===== src/rtl/sid_dp_sched_if.sv =====
// Job-issue bus between the SID scheduler and the shared voice/filter datapath.
//   dp_valid  : scheduler presents a job
//   dp_ready  : datapath accepts the presented job
//   dp_done   : datapath finished the outstanding job (one-cycle pulse)
//   dp_sid    : SID index of the job (0 = SID #1)
//   dp_op     : job code (0..2 voices, 3 filter, 4 output)
//   state_we  : filter state write enable for SID dp_sid
interface sid_dp_sched_if;
    logic       dp_valid;
    logic       dp_ready;
    logic       dp_done;
    logic       dp_sid;
    logic [2:0] dp_op;
    logic       state_we;

    modport master (
        output dp_valid, dp_sid, dp_op, state_we,
        input  dp_ready, dp_done
    );

    modport slave (
        input  dp_valid, dp_sid, dp_op, state_we,
        output dp_ready, dp_done
    );
endinterface


===== src/rtl/sid_dp_sched.sv =====
// Time-multiplexing scheduler for the shared voice/filter datapath.
// On each accepted sample tick it walks SID #1 (and SID #2 when enabled)
// through VOICE1, VOICE2, VOICE3, FILTER, OUTPUT, issuing one job at a time
// and waiting for the datapath completion pulse before the next.
// Ports:
//   clk, rst     : clock, asynchronous active-high reset
//   tick         : sample strobe
//   sid2_en      : include SID #2 jobs (latched when a tick is accepted)
//   clr_overrun  : clears overrun flag and counter (wins over a new overrun)
//   dp           : job-issue bus (master side)
//   busy         : a sample sequence is in progress
//   sample_done  : one-cycle pulse after the last job of a sample completed
//   overrun      : sticky, a tick arrived while busy
//   overrun_cnt  : saturating count of dropped ticks
module sid_dp_sched #(
    parameter int NJOB  = 5,
    parameter int OVR_W = 8
) (
    input  logic               clk,
    input  logic               rst,
    input  logic               tick,
    input  logic               sid2_en,
    input  logic               clr_overrun,
    sid_dp_sched_if.master     dp,
    output logic               busy,
    output logic               sample_done,
    output logic               overrun,
    output logic [OVR_W-1:0]   overrun_cnt
);

    localparam logic [2:0] LAST_OP   = 3'(NJOB - 1);
    localparam logic [2:0] FILTER_OP = 3'd3;

    typedef enum logic [1:0] {
        ST_IDLE  = 2'd0,
        ST_ISSUE = 2'd1,
        ST_WAIT  = 2'd2
    } state_t;

    state_t             state_r;
    state_t             state_nxt_s;
    logic               busy_r;
    logic               sid_r;
    logic [2:0]         op_r;
    logic               sid2_r;
    logic               sample_done_r;
    logic               overrun_r;
    logic [OVR_W-1:0]   overrun_cnt_r;
    logic               valid_s;
    logic               we_s;
    logic               job_done_s;
    logic               last_job_s;
    logic               tick_ovr_s;

    function automatic logic [OVR_W-1:0] sat_inc(input logic [OVR_W-1:0] v);
        if (&v) begin
            return v;
        end else begin
            return v + OVR_W'(1);
        end
    endfunction

    // Completion of the outstanding job; the last job is OUTPUT of SID #2,
    // or OUTPUT of SID #1 when SID #2 was not enabled at tick time.
    assign job_done_s = (state_r == ST_WAIT) & dp.dp_done;
    assign last_job_s = (op_r == LAST_OP) & (sid_r | ~sid2_r);
    // Any tick seen outside IDLE is dropped, including one coinciding with
    // the final completion (state is still WAIT then).
    assign tick_ovr_s = tick & (state_r != ST_IDLE);

    // State register, plus busy registered from the next state
    always_ff @(posedge clk or posedge rst) begin
        if (rst) begin
            state_r <= ST_IDLE;
            busy_r  <= 1'b0;
        end else begin
            state_r <= state_nxt_s;
            busy_r  <= (state_nxt_s != ST_IDLE);
        end
    end

    // Next-state logic
    always_comb begin
        state_nxt_s = state_r;
        case (state_r)
            ST_IDLE: begin
                if (tick) begin
                    state_nxt_s = ST_ISSUE;
                end else begin
                    state_nxt_s = ST_IDLE;
                end
            end
            ST_ISSUE: begin
                // dp_valid is high throughout ISSUE, so ready alone completes the handshake
                if (dp.dp_ready) begin
                    state_nxt_s = ST_WAIT;
                end else begin
                    state_nxt_s = ST_ISSUE;
                end
            end
            ST_WAIT: begin
                if (dp.dp_done) begin
                    if (last_job_s) begin
                        state_nxt_s = ST_IDLE;
                    end else begin
                        state_nxt_s = ST_ISSUE;
                    end
                end else begin
                    state_nxt_s = ST_WAIT;
                end
            end
            default: begin
                state_nxt_s = ST_IDLE;
            end
        endcase
    end

    // Output decode from registered state
    always_comb begin
        valid_s = 1'b0;
        we_s    = 1'b0;
        case (state_r)
            ST_ISSUE: begin
                valid_s = 1'b1;
            end
            ST_WAIT: begin
                we_s = dp.dp_done & (op_r == FILTER_OP);
            end
            default: begin
                valid_s = 1'b0;
                we_s    = 1'b0;
            end
        endcase
    end

    // Job pointer: reset to (0,0) on an accepted tick, advanced on each completion
    always_ff @(posedge clk or posedge rst) begin
        if (rst) begin
            sid_r  <= 1'b0;
            op_r   <= 3'd0;
            sid2_r <= 1'b0;
        end else if ((state_r == ST_IDLE) && tick) begin
            sid_r  <= 1'b0;
            op_r   <= 3'd0;
            sid2_r <= sid2_en;
        end else if (job_done_s && !last_job_s) begin
            if (op_r == LAST_OP) begin
                sid_r <= 1'b1;
                op_r  <= 3'd0;
            end else begin
                op_r <= op_r + 3'd1;
            end
        end
    end

    // Sample completion pulse, one cycle after the final dp_done
    always_ff @(posedge clk or posedge rst) begin
        if (rst) begin
            sample_done_r <= 1'b0;
        end else begin
            sample_done_r <= job_done_s & last_job_s;
        end
    end

    // Overrun flag and saturating counter; clear has priority
    always_ff @(posedge clk or posedge rst) begin
        if (rst) begin
            overrun_r     <= 1'b0;
            overrun_cnt_r <= '0;
        end else if (clr_overrun) begin
            overrun_r     <= 1'b0;
            overrun_cnt_r <= '0;
        end else if (tick_ovr_s) begin
            overrun_r     <= 1'b1;
            overrun_cnt_r <= sat_inc(overrun_cnt_r);
        end
    end

    assign dp.dp_valid = valid_s;
    assign dp.dp_sid   = sid_r;
    assign dp.dp_op    = op_r;
    assign dp.state_we = we_s;
    assign busy        = busy_r;
    assign sample_done = sample_done_r;
    assign overrun     = overrun_r;
    assign overrun_cnt = overrun_cnt_r;

endmodule


===== src/flat_wrapper.sv =====
// flat-port wrapper written by rule: the top's interface ports become plain ports
module sid_dp_sched_flat 
#(
    parameter int NJOB  = 5,
    parameter int OVR_W = 8
)
  (clk, rst, tick, sid2_en, clr_overrun, busy, sample_done, overrun, overrun_cnt, dp_dp_valid, dp_dp_sid, dp_dp_op, dp_state_we, dp_dp_ready, dp_dp_done);
  sid_dp_sched_if dp_i ();
  input  logic clk;
  input  logic rst;
  input  logic tick;
  input  logic sid2_en;
  input  logic clr_overrun;
  output logic busy;
  output logic sample_done;
  output logic overrun;
  output logic [OVR_W-1:0] overrun_cnt;
  output wire logic [$bits(dp_i.dp_valid)-1:0] dp_dp_valid;
  output wire logic [$bits(dp_i.dp_sid)-1:0] dp_dp_sid;
  output wire logic [$bits(dp_i.dp_op)-1:0] dp_dp_op;
  output wire logic [$bits(dp_i.state_we)-1:0] dp_state_we;
  input wire logic [$bits(dp_i.dp_ready)-1:0] dp_dp_ready;
  input wire logic [$bits(dp_i.dp_done)-1:0] dp_dp_done;
  assign dp_dp_valid = dp_i.dp_valid;
  assign dp_dp_sid = dp_i.dp_sid;
  assign dp_dp_op = dp_i.dp_op;
  assign dp_state_we = dp_i.state_we;
  assign dp_i.dp_ready = dp_dp_ready;
  assign dp_i.dp_done = dp_dp_done;
  sid_dp_sched #(.NJOB(NJOB), .OVR_W(OVR_W)) u_core (.clk(clk), .rst(rst), .tick(tick), .sid2_en(sid2_en), .clr_overrun(clr_overrun), .dp(dp_i), .busy(busy), .sample_done(sample_done), .overrun(overrun), .overrun_cnt(overrun_cnt));
endmodule

===== config.mk =====
export PLATFORM = sky130hd
export DESIGN_NAME = sid_dp_sched_flat
export DESIGN_NICKNAME = d
export VERILOG_FILES = /design/src/rtl/sid_dp_sched_if.sv /design/src/rtl/sid_dp_sched.sv /design/src/flat_wrapper.sv
export SDC_FILE = /design/constraint.sdc
export NUM_CORES = 1
export LEC_CHECK = 0
export CORE_MARGIN = 10
export CORE_UTILIZATION = 47
export DETAILED_ROUTE_END_ITERATION = 8
export GPL_ROUTABILITY_DRIVEN = 0
export GPL_TIMING_DRIVEN = 0
export PLACE_DENSITY = 0.77
export SLEW_MARGIN = 5
export SYNTH_ARGS = -nofsm -noshare
export SYNTH_HDL_FRONTEND = slang
export SYNTH_SLANG_ARGS = --single-unit

===== constraint.sdc =====
create_clock -name clk -period 1.7 [get_ports clk]
set_input_delay 0.255 -clock clk [delete_from_list [all_inputs] [get_ports clk]]
set_output_delay 0.255 -clock clk [all_outputs]
set_load 0.05 [all_outputs]

# After elaboration in Yosys (flattened, before gate mapping)
# Index checks and enable logic that the tools add are counted.
[op_classes]
n_addsub = 2
n_eq_ne = 5
mux = 18
bitwise_logic = 7
n_reduce_logical = 12
[op_table]
columns = ["cell", "count"]
rows = [
  ["$mux W8", 3],
  ["$reduce_bool A2 Y1", 5],
  ["$mux W1", 9],
  ["$mux W3", 3],
  ["$add A8 B1 Y8 const B", 1],
  ["$reduce_and A8 Y1", 1],
  ["$pmux W2 S3", 1],
  ["$and A1 B1 Y1", 5],
  ["$mux W2", 2],
  ["$reduce_and A2 Y1", 2],
  ["$add A3 B1 Y3 const B", 1],
  ["$eq A3 B2 Y1 const B", 1],
  ["$eq A3 B3 Y1 const B", 1],
  ["$eq A2 B1 Y1 const B", 1],
  ["$eq A2 B2 Y1 const B", 1],
  ["$logic_and A1 B1 Y1", 2],
  ["$logic_not A2 Y1", 1],
  ["$ne A2 B2 Y1 const B", 1],
  ["$logic_not A1 Y1", 1],
  ["$not A1 Y1", 1],
  ["$or A1 B1 Y1", 1],
]
[word_totals]
register_bits = 18
input_bits = 7
elab_cells = 52

# Depth between registers and ports, before layout
# Gate-level depths: netlist (run 1).
[depth]
ltp_word = 7
depth_mapped = 6
depth_no_buf = 6

# Least setup slack after synthesis (run 1)
# No wires, ideal clock.
[synth_path]
kind = "reg-to-reg"
start = "reg u_core.overrun_cnt_r[0], in the netlist u_core.overrun_cnt[0]"
end = "reg u_core.overrun_cnt_r[4], in the netlist u_core.overrun_cnt[4]"
setup_ps = 130
arrival_time_ps = 1603
t_required_ps = 1570
path_slack_ps = -34
stages_incl_launch_ff = 6
cell_sequence = "dfrtp_1 -> ha_1 -> o2111ai_1 -> a211oi_2 -> xnor2_1 -> nor2_1"
[synth_via]
elab_chain_cells = 4
[synth_lines]
columns = ["element", "line", "rtl"]
rows = [
  ["start: declaration", "sid_dp_sched.sv:48", "logic [OVR_W-1:0] overrun_cnt_r;"],
  ["start signal: assignment", "sid_dp_sched.sv:175", "overrun_cnt_r <= sat_inc(overrun_cnt_r);"],
  ["$add A8 B1 Y8", "sid_dp_sched.sv:59", "return v + OVR_W'(1);"],
  ["$mux W8", "sid_dp_sched.sv:56", "if (&v) begin"],
  ["$mux W8", "sid_dp_sched.sv:173", "end else if (tick_ovr_s) begin"],
  ["$mux W8", "sid_dp_sched.sv:170", "end else if (clr_overrun) begin"],
]
# Parallel ways exist; a longest one is shown, timed or not. The select of a mux whose other input is x is not followed.
# A chain may end at the register's enable or synchronous reset.

# Worst setup path in the final report (run 1)
[layout_path]
start = "reg u_core.state_r[0]"
end = "out dp_state_we"
[layout_via]
elab_chain_cells = 2
[layout_lines]
columns = ["element", "line", "rtl"]
rows = [
  ["start: declaration", "sid_dp_sched.sv:40", "state_t state_r;"],
  ["start signal: assignment", "sid_dp_sched.sv:77", "state_r <= state_nxt_s;"],
  ["$eq A2 B2 Y1", "sid_dp_sched.sv:122", "case (state_r)"],
  ["$mux W1", "sid_dp_sched.sv:122", ""],
  ["end: declaration", "flat_wrapper.sv:21", "output wire logic [$bits(dp_i.state_we)-1:0] dp_state_we;"],
]
# No other way between the ends.

==> reports/metrics.yaml, run 1 <==
sta:
  fin_skew_ns: 0.008904
  timing.final.crit_period_ns: 1.669
  setup-tns-final_ns: 0
  setup_viol: 0
  slew_viol_final: 0
  timing.final.crit_share_pct: 98.16
  grt_setup_unrepaired: "yes"
  tightest_slew_ns: 0.6731
  hold_viol: 0
  slew_headroom_pct: 55.08
  hold_slack_ns: 0.3128
  max_freq_ghz: 0.5993
placed_design:
  placement.io_buffers: 22
  dp_hpwl_um: 1479
  dpl_cell_area_um2: 1192
clock_tree:
  clockRootBuffer: "clkbuf_4"
  cts_tree: "built"
  ctsLongestPathBuffers: 2
  htreeDepth: 1
  clkTransAtPathRegs_ns: 0.11
  cts-buffers-inserted: 3
  clock_latency_ns: 0.31
  cts_sinks: 18
floorplan:
  dieArea_um2: 4176
  ios: 24
  core_um2: 1922
  num_rows: 16
  die_y_um: 64.63
  die_w_um: 64.63
  start_util_pct: 48.70
grt:
  grt_pass1_vias: 760
  antenna_found_initial: 0
  overflow: 0
  grt_use_total_pct: 9.747
  grt_pass1_wl_um: 3325
  grt_max_degree: 19
route:
  route.detailed.drc: 0
  drt_iter0_markers: 22
  vias_per_cell: 5.286
  vias: 777
  totalWireLength_um: 1992
  firstDrtPassIters: 4
  wire_per_inst_um: 13.55
  ant_nets: 0
power_and_ir_drop:
  p_seq_share_pct: 38.6
  internal-power_mw: 0.8413
  irDropWorstVdd_v: 0.0007982
  swShare_pct: 43.54
  pwr_density_cell_nw_per_um2: 1221
  p_leak_nw: 0.6136
  p_clk_share_pct: 15.8
  p_switching_mw: 0.6487
  pwr-share-comb_pct: 45.5
setup_path:
  cp_max_fo: 9
  worstSetupEndpointType: "output port"
  cp_num_buf_inv: 3
  cp_top_family: "flip-flops"
  critPathSlowestCell: "dfrtp_1"
  critical_path_class: "reg2out"
  worstPathCellList: "buf_6, nand3b_1, inv_2, and2_4, buf_8"
  worstSetupStartpointType: "flip-flop"
  required_ns: 1.44
  worst_ep_arrival_time_ns: 1.41
  worst_path_largest_cell_delay_ns: 0.39
synthesis:
  yosys_warnings: 0
  syn_inst: 93
  seq_area_frac_synth_pct: 48.13
  async_flop_share_pct: 100.0
  synth_nets: 104
  synth_area_per_cell_um2: 10.06
  synthFlopType: "dfrtp_1"
  syn_area_um2: 935.9
  synth_edf_count: 0
  synth_seq_cells: 18
  synth.distinct_cells: 34
cells_and_area:
  register_area_um2: 452.9
  fin_nets: 132
  final_cell_mix: "dfrtp_1 (16), dlygate4sd2_1 (14), nor2_1 (13), nor3_1 (8), a21oi_1 (7)"
  antenna_cells: 0
  area_growth_pct: 30.35
  fillers: 182
  final_cell_area_um2: 1220
  drive_gt1_share_pct: 15.83
  multi_input_comb_area_um2: 445.4
  post-route-util_pct: 63.48
  layout_commonest_cell: "dfrtp_1"
run:
  cap_violations: 0
status:
  status: "finished clean"
hold_path:
  hold_class: "in2reg"
==> power by group through the flow <==
stage	logic (mW)	clock network, mW	registers, mW
detailed placement	0.714	0	0.583
global route	0.734	0.255	0.591
global placement	0.708	0	0.579
floorplan	0.356	0	0.739
finish	0.678	0.236	0.575
CTS	0.689	0.244	0.575
==> registers in the layout (all words and copies together), names as in the netlist <==
name and cells:
u_core.busy 1, u_core.sample_done 1, u_core.dp.dp_sid 1, u_core.dp.dp_op 3, u_core.state_r 2, u_core.overrun_cnt 8, u_core.sid2_r 1, u_core.overrun 1
==> area by class of cell <==
class                      instances  area share [%]
tap                               27           2.769
multi-input combinational         65           36.51
clock buffer                       4           2.154
buffer                             3           1.846
sequential                        18           37.13
timing repair buffer              23           17.44
inverter                           7           2.154
==> per-stage QoR <==
step / instances / setup WS [ns] / total power [mW]
3_3_place_gp: 142 / -0.5150 / 1.287
4_1_cts: 146 / -0.002359 / 1.508
3_5_place_dp: 142 / -0.5055 / 1.297
6_report: 147 / 0.03130 / 1.490
5_1_grt: 147 / -0.006645 / 1.580
2_1_floorplan: 93 / 0.02357 / 1.095
==> synthesized netlist by cell type (2+ instances only) <==
master	instances	area share [%]
a211oi_1	2	1.6
a21oi_1	7	3.7
a31oi_1	2	1.3
and4_1	2	1.9
buf_4	2	1.6
dfrtp_1	18	48
ha_1	4	5.3
inv_1	7	2.8
mux2i_1	3	3.2
nand3_1	2	1.1
nor2_1	13	5.2
nor3_1	8	4.3
o21ai_0	2	1.1
==> cells by family (layout without fill, tap and decap cells) <==
logic type               Yosys count  in the layout  share of synthesized area [%]
AO/OA/AOI/OAI                     20             20                          14.84
XOR/XNOR                           2              2                          1.872
adder cells (fa/ha/maj)            4              4                          5.348
buffers and inverters             10             37                          4.812
flip-flops                        18             18                          48.13
multiplexers                       4              4                          4.412
AND/OR/NAND/NOR                   35             35                          20.59
==> per-layer routing <==
metal,track usage [%],up-vias,share of wire [%]
met5,0,-,0
met4,6.684,0,2.5
met3,3.436,5,6.9
met2,14.53,24,45
met1,11.47,359,45
li1,-,389,-
==> final timing paths <==
kind,startpoint,endpoint,slack [ns],cells after the start
setup / recovery,u_core.state_r[0],dp_state_we,0.03,5
hold / removal,clr_overrun,u_core.overrun,0.31,2
setup reg to reg,u_core.dp.dp_op[0],u_core.dp.dp_op[1],0.19,6
hold reg to reg,u_core.overrun,u_core.overrun,0.51,2
max in group asynchronous,rst,u_core.overrun_cnt[0],0.91,2
min in group asynchronous,rst,u_core.overrun_cnt[1],0.33,2
==> timing repair <==
action                     4_1_cts  5_1_grt
hold buffers                     0        0
setup endpoints to repair       16        3
pin swaps                        1        0
setup buffers                    0        1
gates resized for setup         28        4
==> worst reg2reg max path, delay by kind of cell (launching register included) <==
family	cells	cell delay (ns)
adder cells (fa/ha/maj)	1	0.13
flip-flops	1	0.43
buffers and inverters	1	0.07
AO/OA/AOI/OAI	1	0.23
AND/OR/NAND/NOR	2	0.33
multiplexers	1	0.20
No activity file was read; power rests on OpenSTA's default activity.
==> inputs of run 2 (changes only) <==
Settings changed: CAP_MARGIN set to 20.
==> results of run 2 <==
No change in the layout: final DEF, timing and power equal those of run 1.
==> inputs of run 3 (changes only) <==
Clock period 1.7 ns to 1.6 ns, I/O delays scaled along.
==> reports/metrics.yaml, run 3 (synthesis results as in run 1) <==
cells_and_area:
  final_cell_area_um2: 1240
  antenna_cells: 0
  area_growth_pct: 32.49
  drive_gt1_share_pct: 21.31
  final_cell_mix: "dfrtp_1 (14), nor2_1 (13), dlygate4sd2_1 (11), nor3_1 (8), a21oi_1 (7)"
  largest_reg_flops: 8
  fin_nets: 134
  layout_commonest_cell: "dfrtp_1"
floorplan:
  start_util_pct: 48.70
  die_w_um: 64.63
  dieArea_um2: 4176
  core_um2: 1922
  ios: 24
  die_y_um: 64.63
  num_rows: 16
setup_path:
  worstSetupEndpointType: "output port"
  reg2reg_setup_slack_ns: 0.10
  reg2reg_depth: 6
  critical_path_class: "reg2out"
  worst_ep_arrival_time_ns: 1.42
  cp_max_fo: 5
  r2r-end: "u_core.dp.dp_op[0]"
  r2r_start: "u_core.dp.dp_op[0]"
  required_ns: 1.36
  worstSetupStartpointType: "flip-flop"
  setup.worst_path.start: "u_core.dp.dp_op[0]"
route:
  route.detailed.drc: 0
  firstDrtPassIters: 2
  wire_per_inst_um: 13.72
  totalWireLength_um: 2044
  vias_per_cell: 5.369
  drt_iter0_markers: 10
  ant_nets: 0
  vias: 800
placed_design:
  placement.io_buffers: 22
  dp_hpwl_um: 1565
  dpl_cell_area_um2: 1195
grt:
  grt_use_total_pct: 10.68
  overflow: 0
  grt_pass1_wl_um: 3643
  grt_max_degree: 19
  antenna_found_initial: 0
  grt_pass1_vias: 779
sta:
  slew_viol_final: 0
  tightest_slew_ns: 0.6658
  slew_headroom_pct: 55.57
  setup_viol: 1
  timing.final.crit_share_pct: 103.8
  fin_skew_ns: 0.002351
  hold_slack_ns: 0.3055
  hold_viol: 0
  max_freq_ghz: 0.6021
  finalWorstSetupSlack_ns: -0.06078
  grt_setup_unrepaired: "yes"
  timing.final.crit_period_ns: 1.661
clock_tree:
  ctsLongestPathBuffers: 2
  clock_latency_ns: 0.29
  cts_sinks: 18
  htreeDepth: 1
  cts_tree: "built"
  cts-buffers-inserted: 3
  clockRootBuffer: "clkbuf_4"
  cts_hold_buf: 0
  clkTransAtPathRegs_ns: 0.10
run:
  cap_violations: 0
power_and_ir_drop:
  pwr_density_cell_nw_per_um2: 1359
  irDropWorstVdd_v: 0.001032
  p_leak_nw: 0.6039
hold_path:
  holdPathEnd: "u_core.overrun"
  hold_class: "in2reg"
  hold_depth: 2
  min_from: "clr_overrun"
status:
  violations: "negative setup slack"
  status: "finished, violations left"
==> run 3: cell types whose count changed in the layout (fill, tap and decap cells not counted), sizes merged <==
cell,previous run,this run
buf,6,7
clkdlybuf4s15,0,2
clkbuf,4,7
dlymetal6s2s,1,0
dlygate4sd2,14,11
==> run 3: critical path: stages, from the launching register on <==
cell,delay (ns)
dfrtp_2,0.45
ha_1,0.21
ha_1,0.18
and2_4,0.16
buf_8,0.14
==> run 3: area by class of cell <==
cell class / instances / area [um2]
fillers: 168 / 681.9
flip-flops and latches: 18 / 455.4
multi-input cells: 65 / 444.2
repair buffers: 25 / 221.5
clock buffers: 4 / 36.28
well taps: 27 / 33.78
inverters: 7 / 26.28
plain buffers: 3 / 22.52
==> run 3: per-stage QoR <==
step                      setup slack (ns)  TNS [ns]  cells  power [mW]  utilization, %
after global routing               -0.1390   -0.1390    149       1.792           64.52
after floorplan                    0.03558         0     93       1.168               -
after global placement             -0.5758   -0.8422    142       1.372           62.17
after detailed placement           -0.5874   -0.9296    142       1.399           62.17
after CTS                         -0.08097  -0.08097    146       1.649           63.41
final                             -0.06078  -0.06078    149       1.685           64.52
==> run 3: how the worst max path moves through the flow <==
stage	endpoint	slack, ns
after global placement	dp_state_we	-0.58
after detailed placement	dp_state_we	-0.59
after global routing	dp_state_we	-0.14
after CTS	dp_state_we	-0.08
after floorplan	u_core.overrun_cnt[1]	0.04
final	dp_state_we	-0.06
==> run 3: layer usage <==
| layer | share of wire [%] | GRT usage [%] |
|---|---|---|
| met2 | 47 | 16.50 |
| met1 | 47 | 13.23 |
| met4 | 1.4 | 5.348 |
| met5 | 0 | 0 |
| met3 | 3.8 | 3.093 |
==> run 3: power by group <==
group | total (mW) | switching [mW] | internal, mW
registers | 0.613 | 0.0660 | 0.547
logic | 0.790 | 0.495 | 0.295
clock network | 0.282 | 0.144 | 0.139
total | 1.69 | 0.705 | 0.981
==> run 3: repair_timing <==
item | in CTS | in global routing
resized for setup | 31 | 9
setup buffers | 0 | 3
pin swaps | 1 | 1
setup endpoints to repair | 17 | 8
